==> config.mk <==
export PLATFORM = sky130hd
export DESIGN_NAME = key_event_decoder_flat
export DESIGN_NICKNAME = d
export VERILOG_FILES = /design/src/rtl/key_event_decoder_if.sv /design/src/rtl/key_event_decoder.sv /design/src/flat_wrapper.sv
export SDC_FILE = /design/constraint.sdc
export NUM_CORES = 1
export LEC_CHECK = 0
export ABC_CLOCK_PERIOD_IN_PS = 2800
export BUFFER_PORTS_ARGS = -buffer_cell sky130_fd_sc_hd__buf_4
export CORE_ASPECT_RATIO = 0.75
export CORE_MARGIN = 2
export CORE_UTILIZATION = 35
export CTS_CLUSTER_DIAMETER = 60
export DETAILED_ROUTE_END_ITERATION = 6
export GPL_TIMING_DRIVEN = 0
export SLEW_MARGIN = 20
export SYNTH_ARGS = -nofsm -noshare
export SYNTH_HDL_FRONTEND = slang
export SYNTH_SLANG_ARGS = --single-unit
==> constraint.sdc <==
create_clock -name clk -period 2.8 [get_ports clk]
set_clock_uncertainty 0.15 [all_clocks]
set_input_delay 0.56 -clock clk [delete_from_list [all_inputs] [get_ports clk]]
set_output_delay 0.56 -clock clk [all_outputs]
set_load 0.05 [all_outputs]
==> src/rtl/key_event_decoder_if.sv <==
// Key event bundle: debounced key level in, classified event pulses and busy out.
interface key_event_decoder_if;
   logic deb_key_n;
   logic short_press;
   logic double_click;
   logic long_press;
   logic repeat_press;
   logic busy;

   modport master (
      output deb_key_n,
      input  short_press, double_click, long_press, repeat_press, busy
   );

   modport slave (
      input  deb_key_n,
      output short_press, double_click, long_press, repeat_press, busy
   );
endinterface

==> src/rtl/key_event_decoder.sv <==
// Classifies a debounced active-low key into short, double-click, long and repeat pulses.
//
// state  | meaning
// IDLE   | key released, waiting for a press edge
// PRESS1 | first press held, timing toward long_press
// LONG   | long hold reached, timing repeat_press intervals
// WAIT2  | short release seen, waiting for a second press
// PRESS2 | second press of a double click held, waiting for release
module key_event_decoder #(
   parameter int LONG_TIME   = 50_000_000,
   parameter int REPEAT_TIME = 10_000_000,
   parameter int DCLICK_GAP  = 15_000_000,
   parameter int WIDTH = $clog2(((LONG_TIME > REPEAT_TIME ? LONG_TIME : REPEAT_TIME) > DCLICK_GAP
                                 ? (LONG_TIME > REPEAT_TIME ? LONG_TIME : REPEAT_TIME)
                                 : DCLICK_GAP) + 1)
) (
   input logic                clk,
   input logic                rst,
   key_event_decoder_if.slave kif
);

   typedef enum logic [2:0] {
      IDLE   = 3'd0,
      PRESS1 = 3'd1,
      LONG   = 3'd2,
      WAIT2  = 3'd3,
      PRESS2 = 3'd4
   } state_t;

   state_t             state, state_nxt;
   logic [WIDTH-1:0]   cnt, cnt_nxt;
   logic               key_r;
   logic               short_q, dclick_q, long_q, repeat_q;
   logic               short_nxt, dclick_nxt, long_nxt, repeat_nxt;
   logic               press_edge;
   logic               release_lvl;

   assign press_edge  = key_r & ~kif.deb_key_n;
   assign release_lvl = kif.deb_key_n;

   always_ff @(posedge clk or posedge rst) begin
      if (rst) begin
         state    <= IDLE;
         cnt      <= '0;
         key_r    <= 1'b1;
         short_q  <= 1'b0;
         dclick_q <= 1'b0;
         long_q   <= 1'b0;
         repeat_q <= 1'b0;
      end else begin
         state    <= state_nxt;
         cnt      <= cnt_nxt;
         key_r    <= kif.deb_key_n;
         short_q  <= short_nxt;
         dclick_q <= dclick_nxt;
         long_q   <= long_nxt;
         repeat_q <= repeat_nxt;
      end
   end

   // Release and press edges take priority over terminal counts on the same edge.
   always_comb begin
      state_nxt  = state;
      cnt_nxt    = '0;
      short_nxt  = 1'b0;
      dclick_nxt = 1'b0;
      long_nxt   = 1'b0;
      repeat_nxt = 1'b0;
      case (state)
         IDLE: begin
            if (press_edge) state_nxt = PRESS1;
         end
         PRESS1: begin
            if (release_lvl) begin
               state_nxt = WAIT2;
            end else if (cnt == WIDTH'(LONG_TIME - 1)) begin
               state_nxt = LONG;
               long_nxt  = 1'b1;
            end else begin
               cnt_nxt = cnt + 1'b1;
            end
         end
         LONG: begin
            if (release_lvl) begin
               state_nxt = IDLE;
            end else if (cnt == WIDTH'(REPEAT_TIME - 1)) begin
               repeat_nxt = 1'b1;
            end else begin
               cnt_nxt = cnt + 1'b1;
            end
         end
         WAIT2: begin
            if (press_edge) begin
               state_nxt  = PRESS2;
               dclick_nxt = 1'b1;
            end else if (cnt == WIDTH'(DCLICK_GAP - 1)) begin
               state_nxt = IDLE;
               short_nxt = 1'b1;
            end else begin
               cnt_nxt = cnt + 1'b1;
            end
         end
         PRESS2: begin
            if (release_lvl) state_nxt = IDLE;
         end
         default: state_nxt = IDLE;
      endcase
   end

   assign kif.short_press  = short_q;
   assign kif.double_click = dclick_q;
   assign kif.long_press   = long_q;
   assign kif.repeat_press = repeat_q;
   assign kif.busy         = (state != IDLE);

endmodule

==> src/flat_wrapper.sv <==
// flat-port wrapper written by rule: the top's interface ports become plain ports
module key_event_decoder_flat 
#(
   parameter int LONG_TIME   = 50_000_000,
   parameter int REPEAT_TIME = 10_000_000,
   parameter int DCLICK_GAP  = 15_000_000,
   parameter int WIDTH = $clog2(((LONG_TIME > REPEAT_TIME ? LONG_TIME : REPEAT_TIME) > DCLICK_GAP
                                 ? (LONG_TIME > REPEAT_TIME ? LONG_TIME : REPEAT_TIME)
                                 : DCLICK_GAP) + 1)
)
  (clk, rst, kif_deb_key_n, kif_short_press, kif_double_click, kif_long_press, kif_repeat_press, kif_busy);
  key_event_decoder_if kif_i ();
  input logic clk;
  input logic rst;
  input wire logic [$bits(kif_i.deb_key_n)-1:0] kif_deb_key_n;
  output wire logic [$bits(kif_i.short_press)-1:0] kif_short_press;
  output wire logic [$bits(kif_i.double_click)-1:0] kif_double_click;
  output wire logic [$bits(kif_i.long_press)-1:0] kif_long_press;
  output wire logic [$bits(kif_i.repeat_press)-1:0] kif_repeat_press;
  output wire logic [$bits(kif_i.busy)-1:0] kif_busy;
  assign kif_i.deb_key_n = kif_deb_key_n;
  assign kif_short_press = kif_i.short_press;
  assign kif_double_click = kif_i.double_click;
  assign kif_long_press = kif_i.long_press;
  assign kif_repeat_press = kif_i.repeat_press;
  assign kif_busy = kif_i.busy;
  key_event_decoder #(.LONG_TIME(LONG_TIME), .REPEAT_TIME(REPEAT_TIME), .DCLICK_GAP(DCLICK_GAP), .WIDTH(WIDTH)) u_core (.clk(clk), .rst(rst), .kif(kif_i));
endmodule
# --- Yosys cells after proc, flatten, opt, wreduce, memory -nomap -nowiden ---
# Cells that the tools add are included.
op_classes:
  eq_ne: 11
  addsub: 1
  reduce_logical: 4
  n_bitwise: 2
  muxes: 25
ops:
  columns: ["op", "n"]
  rows:
  - ["$mux W26", 6]
  - ["$pmux W26 S3", 1]
  - ["$eq A26 B24 Y1 const B", 2]
  - ["$add A26 B1 Y26 const B", 1]
  - ["$eq A26 B26 Y1 const B", 1]
  - ["$mux W3", 6]
  - ["$pmux W3 S4", 1]
  - ["$mux W1", 11]
  - ["$eq A3 B2 Y1 const B", 2]
  - ["$ne A2 B1 Y1 const B", 2]
  - ["$reduce_and A4 Y1", 1]
  - ["$eq A3 B1 Y1 const B", 1]
  - ["$eq A3 B3 Y1 const B", 1]
  - ["$logic_not A3 Y1", 1]
  - ["$ne A3 B1 Y1 const B", 1]
  - ["$ne A3 B2 Y1 const B", 1]
  - ["$reduce_bool A3 Y1", 1]
  - ["$reduce_or A2 Y1", 1]
  - ["$and A1 B1 Y1", 1]
  - ["$not A1 Y1", 1]
word_totals:
  in_bits: 3
  ff_bits: 34
  output_inout_bits: 5

# --- Logic depth before layout (Yosys ltp) ---
# Gate-level depths: netlist (run 1).
logic_depth:
  word_depth: 4
  depth_mapped: 7
  depth_no_buf: 5

# --- Worst setup path after synthesis (run 1) ---
# No wires, ideal clock.
synth_path:
  path_kind: "register to register"
  start: "reg u_core.cnt[0]"
  end: "reg u_core.cnt[10]"
  path_stages_with_launch: 8
  setup_ns: 0.138
  arrival_ns: 2.247
  path_slack_ns: 0.264
  n_path_buf: 2
  cell_sequence: "dfrtp_1 > ha_1 > nand4_1 > or4_1 > clkbuf_1 > o31ai_2 > clkbuf_1 > a31oi_1"
synth_via:
  elab_chain_len: 4
  word_cells_on_any_way: 11
  classes_between: "1 x add/sub; 3 x eq/ne; 7 x mux"
synth_rtl:
  columns: ["item", "line", "text"]
  rows:
  - ["from (decl)", "key_event_decoder.sv:31", "logic [WIDTH-1:0] cnt, cnt_nxt;"]
  - ["from (signal assigned)", "key_event_decoder.sv:52", "cnt <= cnt_nxt;"]
  - ["$add A26 B1 Y26, or another cell as far along", "key_event_decoder.sv:80, key_event_decoder.sv:89, key_event_decoder.sv:100", null]
  - ["$mux W26 (on tied branches)", "key_event_decoder.sv:96, key_event_decoder.sv:86, key_event_decoder.sv:76", null]
  - ["$mux W26 (on tied branches)", "key_event_decoder.sv:93, key_event_decoder.sv:84, key_event_decoder.sv:74", null]
  - ["$pmux W26 S3 *", "key_event_decoder.sv:69", "case (state)"]
  - ["via u_core.cnt_nxt[10]", "key_event_decoder.sv:31", null]
# Mark *: on every way through the listed nets, which the timed path passes. The rest lies on a longest branch.
# A chain may end at the register's enable or synchronous reset.

# --- Worst setup path after layout (run 1) ---
layout_path:
  start: "reg u_core.cnt[19]"
  end: "reg u_core.cnt[19]"
# Same word-level chain as after synthesis.

==> results.tsv, run 1 <==
metric	value	unit
status	completed	
DP Wirelength	3310	microns
maximum fanout along the worst path	10	
initial antenna violation count	0	
TritonCTS clock tree	yes	
total gr overflow	0	
WP data required	2.82	ns
first-iteration detailed-routing DRC count	114	
Worst-Margin Slew	0.725	ns
fraction of registers with async set/reset	100	%
clk buf depth	2	
Crit Path Category	flip-flop to flip-flop	
Routed Antenna Nets	0	
post-layout net count	211	
Reg clk slew, reported paths	0.08	ns
CP arrival	2.67	ns
synthesized instance count	190	
maxcap violations	0	
Ports	8	
I/O Buffers	7	
std cell rows	23	
Syn Std Cell Area	1920	sq um
routed length per instance	17.4	microns
Final Cycle Share	94.5	%
TritonCTS buffer count	5	
sequential share of the synthesized area	44.4	%
Slew Limit Fails	0	
DR vias/cell	6.00	
vias in the first global route	1569	
drt total wl	4910	microns
Total GRT Usage	18.1	%
Fin. Hold Viols	0	
drt drc	0	
final setup fails	0	
top_reg_cell synth	dfrtp_1	
Worst Hold Class	input port to asynchronous set/reset pin	
Die H	68.2	microns
total negative slack	0	ns
global-route wire length before repair	8230	microns
Sink Count	34	
largest net degree at the start of global routing	35	
Skew-Pair Late Insertion Delay	0.30	ns
number of synthesized flops with an enable pin	0	
layout cells sized above 1	17.8	%
slack of the critical path	0.154	ns
Die W	89.5	microns
Synth-to-Final Area Change	15.4	%
CTS Root Cell	clkbuf_8	
pre-CTS setup slack	-0.327	ns
RSZ-0062 raised after global routing	no	
CP startpoint kind	flip-flop	
Initial Utilization	36.1	%
commonest non-fill, non-tap cell in the layout	dfrtp_1	
syn_area_per_cell	10.1	sq um
Final min period	2.65	ns
core area	5320	sq um
DRT Pass-1 Iters	4	
Synth Warn #	0	
H-tree levels	2	
Max Clk Rate	378	MHz
Pwr per Cell Area	576	nW/um^2
#FFs+latches synth	34	
ANT cells	0	
Synth cell types	41	
routed vias	1698	
max_slew headroom	51.6	%
gpl congestion	0.847	
CP Capture Type	flip-flop	
most frequent cells in the layout	dfrtp_1 (33), nand2_1 (14), a32oi_1 (14)	
peak supply drop	234	uV
syn_nets	194	
P_leak	0.000764	uW
Die ar.	6100	sq um
[cell families after synthesis]
kind of cell,synth area share [%]
and+or+nand+nor,26.0
DFF,44.4
AOI/OAI and AO/OA,20.5
adders and majority gates,0.651
xor gates and xnor gates,4.56
buffers and inverters,3.97
[report_power, final]
group | internal, uW | leakage [uW] | switching (uW) | total, uW
registers | 520 | 0.000467 | 32.8 | 553
clock network | 175 | 0.0000441 | 212 | 387
logic | 125 | 0.000253 | 211 | 336
total | 819 | 0.000764 | 456 | 1280
[metrics by stage]
stage                     cell area [sq um]  power, uW  hold slack, ns  utilization, %  std cells
after floorplan                        1920        782           0.299               -        190
after global placement                 2070        861           0.344            38.8        272
after detailed placement               2070        862           0.345            38.8        272
after CTS                              2180       1260           0.234            41.0        281
after global routing                   2220       1340           0.237            41.6        283
final                                  2220       1280           0.230            41.6        283
[repair_timing]
action / CTS / global route
buffers inserted: 1 / 3
pin swaps: 2 / 3
gates resized for setup: 5 / 8
hold buffers: 0 / 0
endpoints found under the setup margin: 22 / 22
[synthesized netlist by cell type, drive strengths merged (2+ instances only)]
master,number,share of area (%)
dfrtp,33,43
or4,15,6.1
a32oi,14,6.4
nand2,14,2.7
o31ai,13,5.3
a31oi,12,3.9
nand3,12,3.1
clkbuf,8,1.6
nor4,7,2.3
xnor2,7,3.2
nor2,6,1.2
inv,5,0.98
and4,4,1.8
nand4,4,1.3
buf,3,1.4
nand3b,3,1.2
or3,3,0.98
xor2,3,1.4
a21oi,2,0.52
and2,2,0.65
and3,2,0.65
nand4b,2,0.91
nor3,2,0.52
o21ai,2,0.52
[critical path, stage by stage, from the launching register on]
cell,delay (ns)
dfrtp_1,0.46
or4b_1,0.54
or4_4,0.53
o41ai_4,0.35
buf_4,0.23
buf_6,0.17
a32oi_1,0.10
[path summary, 6_finish.rpt]
path                                startpoint        endpoint  slack, ns  depth (start not counted)
worst max-delay path            u_core.cnt[19]  u_core.cnt[19]       0.15                          6
worst min register to register   u_core.cnt[0]   u_core.cnt[0]       0.36                          1
worst max register to register  u_core.cnt[19]  u_core.cnt[19]       0.15                          6
max in group asynchronous                  rst  u_core.cnt[19]       1.81                          2
min in group clk                 kif_deb_key_n    u_core.key_r       0.24                          1
worst min-delay path                       rst   u_core.cnt[4]       0.23                          2
[state kept, by name, summed over array words and instances, names as in the netlist]
signal	flops
u_core.kif.long_press	1
u_core.cnt	26
u_core.kif.double_click	1
u_core.state	3
u_core.key_r	1
u_core.kif.repeat_press	1
u_core.kif.short_press	1
[metal layers]
metal / global-route usage [%] / part of all wire [%]
met5: 0 / 0
met4: 6.16 / 1.4
met3: 4.22 / 6.4
met2: 26.0 / 42
met1: 26.7 / 50
[area by class of cell]
cell class | instances | area (sq um)
Timing Repair Buffer | 11 | 82.6
Clock buffer | 5 | 68.8
Clock inverter | 3 | 21.3
Fill cell | 534 | 3110
Multi-Input combinational cell | 140 | 1020
Inverter | 5 | 18.8
Tap cell | 75 | 93.8
Buffer | 10 | 62.6
Sequential cell | 34 | 852
Power figures use the tool's default switching activity.
==> run 2, diff against run 1 <==
--- a/config.mk
+++ b/config.mk
@@ -5,7 +5,7 @@
 export SDC_FILE = /design/constraint.sdc
 export NUM_CORES = 1
 export LEC_CHECK = 0
-export ABC_CLOCK_PERIOD_IN_PS = 2800
+export ABC_CLOCK_PERIOD_IN_PS = 3420
 export BUFFER_PORTS_ARGS = -buffer_cell sky130_fd_sc_hd__buf_4
 export CORE_ASPECT_RATIO = 0.75
 export CORE_MARGIN = 2
==> constraint.sdc (replaced) <==
create_clock -name clk -period 3.42 [get_ports clk]
set_clock_uncertainty 0.15 [all_clocks]
set_input_delay 0.684 -clock clk [delete_from_list [all_inputs] [get_ports clk]]
set_output_delay 0.684 -clock clk [all_outputs]
set_load 0.05 [all_outputs]
==> results.tsv, run 2 (synthesis gave the netlist of run 1 again) <==
metric	value	unit	change
Layout Utilization	40.5	%	was 41.6%
Final Power	1010	uW	was 1280 uW
area post-placement	2070	sq um	unchanged
post-layout net count	208		was 211
Reg clk slew, reported paths	0.08	ns	about the same
Die ar.	6100	sq um	unchanged
CP Capture Type	flip-flop		unchanged
CTS Root Cell	clkbuf_8		unchanged
R2R cell count	7		was 6
Skew-Pair Late Insertion Delay	0.30	ns	about the same
CTS Hold Bufs	0		unchanged
Total GRT Usage	17.9	%	was 18.1%
peak supply drop	188	uV	was 234 uV
Finished Cell Area	2160	sq um	was 2220 sq um
Sink Count	34		unchanged
Die H	68.2	microns	unchanged
most frequent cells in the layout	dfrtp_1 (33), nand2_1 (14), a32oi_1 (14)		unchanged
TritonCTS clock tree	yes		unchanged
post-CTS setup repair buffer count	0		was 1
global-route wire length before repair	8100	microns	was 8230 microns
maxcap violations	0		unchanged
total negative slack	0	ns	unchanged
Max Clk Rate	313	MHz	was 378 MHz
commonest non-fill, non-tap cell in the layout	dfrtp_1		unchanged
clk buf depth	2		unchanged
Fin. Hold Viols	0		unchanged
total gr overflow	0		unchanged
Routed Antenna Nets	0		unchanged
Pwr per Cell Area	467	nW/um^2	was 576 nW/um^2
maximum fanout along the worst path	10		unchanged
max_slew headroom	51.5	%	was 51.6%
TritonCTS buffer count	5		unchanged
drt total wl	4760	microns	was 4910 microns
H-tree levels	2		unchanged
Crit Path Category	flip-flop to flip-flop		unchanged
DR vias/cell	5.94		was 6.00
Largest register FFs	26		unchanged
initial antenna violation count	0		unchanged
DP Wirelength	3310	microns	unchanged
std cell rows	23		unchanged
routed length per instance	17.0	microns	was 17.4 microns
Final min period	3.20	ns	was 2.65 ns
core area	5320	sq um	unchanged
CP arrival	3.21	ns	was 2.67 ns
Synth-to-Final Area Change	12.3	%	was 15.4%
vias in the first global route	1563		was 1569
dpl cells	272		unchanged
final setup fails	0		unchanged
Die W	89.5	microns	unchanged
Final Cycle Share	93.5	%	was 94.5%
I/O Buffers	7		unchanged
Most flops, register	u_core.cnt		unchanged
CP startpoint kind	flip-flop		unchanged
Layout fillers	535		was 534
Worst Hold Class	input port to asynchronous set/reset pin		unchanged
Ports	8		unchanged
ANT cells	0		unchanged
Final Non-Filler Cells	280		was 283
Slew Limit Fails	0		unchanged
RSZ-0062 raised after global routing	no		unchanged
Largest regs	u_core.cnt (26), u_core.state (3)		unchanged
first-iteration detailed-routing DRC count	96		was 114
gpl congestion	0.847		unchanged
layout cells sized above 1	13.7	%	was 17.8%
drt drc	0		unchanged
WP data required	3.43	ns	was 2.82 ns
DRT Pass-1 Iters	4		unchanged
largest net degree at the start of global routing	35		unchanged
Worst-Margin Slew	0.727	ns	was 0.725 ns
routed vias	1664		was 1698
Initial Utilization	36.1	%	unchanged
status	completed		unchanged
R2R Setup Slk	0.22	ns	was 0.15 ns
post-CTS sizing	0		was 5
P_leak	0.000735	uW	was 0.000764 uW
-- run 2: critical path, stage by stage, from the launching register on --
cell	delay, ns
dfrtp_1	0.41
ha_1	0.24
nand4_1	0.21
or4_1	0.61
clkbuf_1	0.19
o31ai_2	0.62
clkbuf_1	0.44
a31oi_1	0.16
-- run 2: cell type report --
type,instances,area (sq um),share of cell area [%]
Clock buffer,5,68.8,3.19
Multi-Input combinational cell,140,992,46.0
Sequential cell,34,852,39.5
Clock inverter,3,21.3,0.986
Inverter,5,18.8,0.870
Buffer,11,57.6,2.67
Timing Repair Buffer,7,52.6,2.44
Tap cell,75,93.8,4.35
-- run 2: final timing paths --
| path | startpoint | end |
|---|---|---|
| max reg2reg | u_core.cnt[0] | u_core.cnt[8] |
| max | u_core.cnt[0] | u_core.cnt[8] |
| min in group clk | u_core.cnt[0] | u_core.cnt[0] |
| min | rst | u_core.cnt[4] |
| max in group asynchronous | rst | u_core.cnt[20] |
| min reg2reg | u_core.cnt[0] | u_core.cnt[0] |
-- run 2: power breakdown --
group          internal (uW)  total (uW)  switching, uW
logic                   79.8         245            165
clock network            143         311            168
registers                426         453           26.8
-- run 2: stage by stage --
step	hold slack, ns	setup WS, ns
3_5_place_dp	0.345	0.293
4_1_cts	0.356	0.285
3_3_place_gp	0.344	0.303
2_1_floorplan	0.299	0.884
5_1_grt	0.361	0.0103
6_report	0.357	0.224
-- run 2: per-layer routing --
layer	vias up	track usage [%]	wire (microns)
met5	-	0	0
met4	0	6.16	70
met3	7	4.10	279
met2	42	25.4	1980
met1	819	26.5	2430
li1	796	-	-
==> run 3, diff against run 2 <==
--- a/config.mk
+++ b/config.mk
@@ -5,6 +5,7 @@
 export SDC_FILE = /design/constraint.sdc
 export NUM_CORES = 1
 export LEC_CHECK = 0
+export ABC_AREA = 1
 export ABC_CLOCK_PERIOD_IN_PS = 3420
 export BUFFER_PORTS_ARGS = -buffer_cell sky130_fd_sc_hd__buf_4
 export CORE_ASPECT_RATIO = 0.75
==> results.tsv, run 3 <==
metric	value	unit	change
status	completed		unchanged
Final Non-Filler Cells	356		was 280
ANT cells	0		unchanged
register area	852	sq um	unchanged
Synth cell types	22		was 41
Pwr per Cell Area	482	nW/um^2	was 467 nW/um^2
top_reg_cell synth	dfrtp_1		unchanged
drt drc	0		unchanged
fraction of registers with async set/reset	100	%	unchanged
syn_nets	270		was 194
Routed Antenna Nets	0		unchanged
peak supply drop	233	uV	was 188 uV
CTS Hold Bufs	0		unchanged
number of synthesized flops with an enable pin	0		unchanged
synthesized instance count	266		was 190
H-tree levels	2		unchanged
most common cell in the synthesized netlist	nor2_1		was dfrtp_1
TritonCTS buffer count	5		unchanged
routed length per instance	11.5	microns	was 17.0 microns
post-layout net count	284		was 208
CP arrival	2.19	ns	was 3.21 ns
layout cells sized above 1	11.0	%	was 13.7%
post-CTS setup repair buffer count	0		unchanged
gpl congestion	0.888		was 0.847
sequential share of the synthesized area	43.3	%	was 44.4%
Crit Path Category	flip-flop to flip-flop		unchanged
Layout Utilization	41.1	%	was 40.5%
initial antenna violation count	0		unchanged
core area	5380	sq um	was 5320 sq um
Initial Utilization	36.6	%	was 36.1%
Skew-Pair Late Insertion Delay	0.29	ns	was 0.30 ns
Layout fillers	565		was 535
#FFs+latches synth	34		unchanged
global-route wire length before repair	6960	microns	was 8100 microns
hold slack	0.357	ns	about the same
Die ar.	6250	sq um	was 6100 sq um
maxcap violations	0		unchanged
first-iteration detailed-routing DRC count	95		was 96
multi-input logic area	990	sq um	was 992 sq um
TritonCTS clock tree	yes		unchanged
drt total wl	4100	microns	was 4760 microns
Syn Std Cell Area	1970	sq um	was 1920 sq um
Synth area leaders	dfrtp_1 (42%), nor2_1 (13%), nand2_1 (12%)		was dfrtp_1 (43%), a32oi_1 (6.4%), or4_1 (5.1%)
total negative slack	0	ns	unchanged
slack of the critical path	1.25	ns	was 0.224 ns
CTS Root Cell	clkbuf_8		unchanged
Most flops, register	u_core.cnt		unchanged
Sink Count	34		unchanged
Total GRT Usage	14.6	%	was 17.9%
total gr overflow	0		unchanged
Die W	90.6	microns	was 89.5 microns
Fin. Hold Viols	0		unchanged
Ports	8		unchanged
CP startpoint kind	flip-flop		unchanged
max_slew headroom	53.6	%	was 51.5%
Final min period	2.17	ns	was 3.20 ns
vias in the first global route	1439		was 1563
biggest area consumer among synthesized cells	dfrtp_1		unchanged
Die H	69.0	microns	was 68.2 microns
Reg clk slew, reported paths	0.07	ns	was 0.08 ns
Final Cycle Share	63.4	%	was 93.5%
DP Wirelength	3140	microns	was 3310 microns
post-CTS sizing	0		unchanged
WP data required	3.45	ns	was 3.43 ns
final setup fails	0		unchanged
syn_area_per_cell	7.40	sq um	was 10.1 sq um
most frequent cells in the layout	nor2_1 (66), nand2_1 (62), dfrtp_1 (33)		was dfrtp_1 (33), nand2_1 (14), a32oi_1 (14)
Worst-Margin Slew	0.695	ns	was 0.727 ns
I/O Buffers	7		unchanged
DR vias/cell	4.51		was 5.94
std cell rows	23		unchanged
dpl cells	348		was 272
Largest regs	u_core.cnt (26), u_core.state (3)		unchanged
maximum fanout along the worst path	10		unchanged
Max Clk Rate	461	MHz	was 313 MHz
routed vias	1607		was 1664
most common library cells after synthesis	nor2_1 (66), nand2_1 (62), dfrtp_1 (33)		was dfrtp_1 (33), a32oi_1 (14), nand2_1 (14)
clk buf depth	2		unchanged
Slew Limit Fails	0		unchanged
Largest register FFs	26		unchanged
Synth-to-Final Area Change	12.3	%	about the same
Worst Hold Class	input port to asynchronous set/reset pin		unchanged
RSZ-0062 raised after global routing	no		unchanged
commonest non-fill, non-tap cell in the layout	nor2_1		was dfrtp_1
CP Capture Type	flip-flop		unchanged
Synth Warn #	0		unchanged
largest net degree at the start of global routing	35		unchanged
Synth top area share	41.9	%	was 43.0%
pre-CTS setup slack	1.24	ns	was 0.293 ns
DRT Pass-1 Iters	4		unchanged
P_leak	0.000910	uW	was 0.000735 uW
[run 3: cell types whose count changed in the layout (fill, tap and decap cells not counted), moves of 12 or more]
cell	delta
nor2_1	+60
nand2_1	+48
inv_1	+23
xor2_1	+15
a32oi_1	-14
or4_1	-13
o31ai_1	-12
[run 3: cell families after synthesis]
family / share of synthesized area (%)
and+or+nand+nor: 39.7
DFF: 43.3
buffers and inverters: 6.48
xor gates and xnor gates: 8.89
AOI/OAI and AO/OA: 1.02
adders and majority gates: 0.635
[run 3: area by class of cell]
| type | count | share of cell area, % |
|---|---|---|
| inverters | 28 | 4.75 |
| multi-input cells | 202 | 44.8 |
| clock buffers | 6 | 3.74 |
| clock inverters | 2 | 0.566 |
| repair buffers | 7 | 2.38 |
| flip-flops and latches | 34 | 38.5 |
| well taps | 75 | 4.24 |
| plain buffers | 2 | 1.02 |
[run 3: routing by layer]
| metal | vias up | global-route usage (%) | part of all wire (%) |
|---|---|---|---|
| met5 | - | 0 | 0 |
| li1 | 861 | - | - |
| met2 | 36 | 20.1 | 38 |
| met1 | 707 | 22.4 | 54 |
| met3 | 3 | 3.59 | 6.9 |
| met4 | 0 | 4.04 | 0.66 |
[run 3: path summary, 6_finish.rpt]
check,cells past startpoint,start,slack (ns),to
setup / recovery,11,u_core.cnt[0],1.25,u_core.cnt[20]
hold / removal,2,rst,0.36,u_core.cnt[13]
setup reg to reg,11,u_core.cnt[0],1.25,u_core.cnt[20]
hold reg to reg,2,u_core.key_r,0.37,u_core.kif.double_click
max in group asynchronous,2,rst,2.32,u_core.cnt[16]
min in group clk,2,u_core.key_r,0.37,u_core.kif.double_click
[run 3: per-stage QoR]
step / power, uW / instance area, sq um
after CTS: 1090 / 2210
final: 1070 / 2210
after global routing: 1140 / 2210
after detailed placement: 769 / 2120
after floorplan: 691 / 1970
after global placement: 771 / 2120
[run 3: where the power goes]
part / switching, uW / total [uW] / internal (uW)
Clock: 148 / 310 / 162
Combinational: 199 / 303 / 104
Sequential: 25.0 / 454 / 429
Total: 372 / 1070 / 695
[run 3: worst max-delay path: stages (launching register included)]
cell,delay (ns)
dfrtp_1,0.42
ha_1,0.23
nand2_1,0.08
nor2_2,0.14
nand2_1,0.11
nor2_1,0.12
nand2_1,0.10
nand2_2,0.09
nand2_2,0.08
nor2_4,0.27
buf_6,0.21
nor2_1,0.05
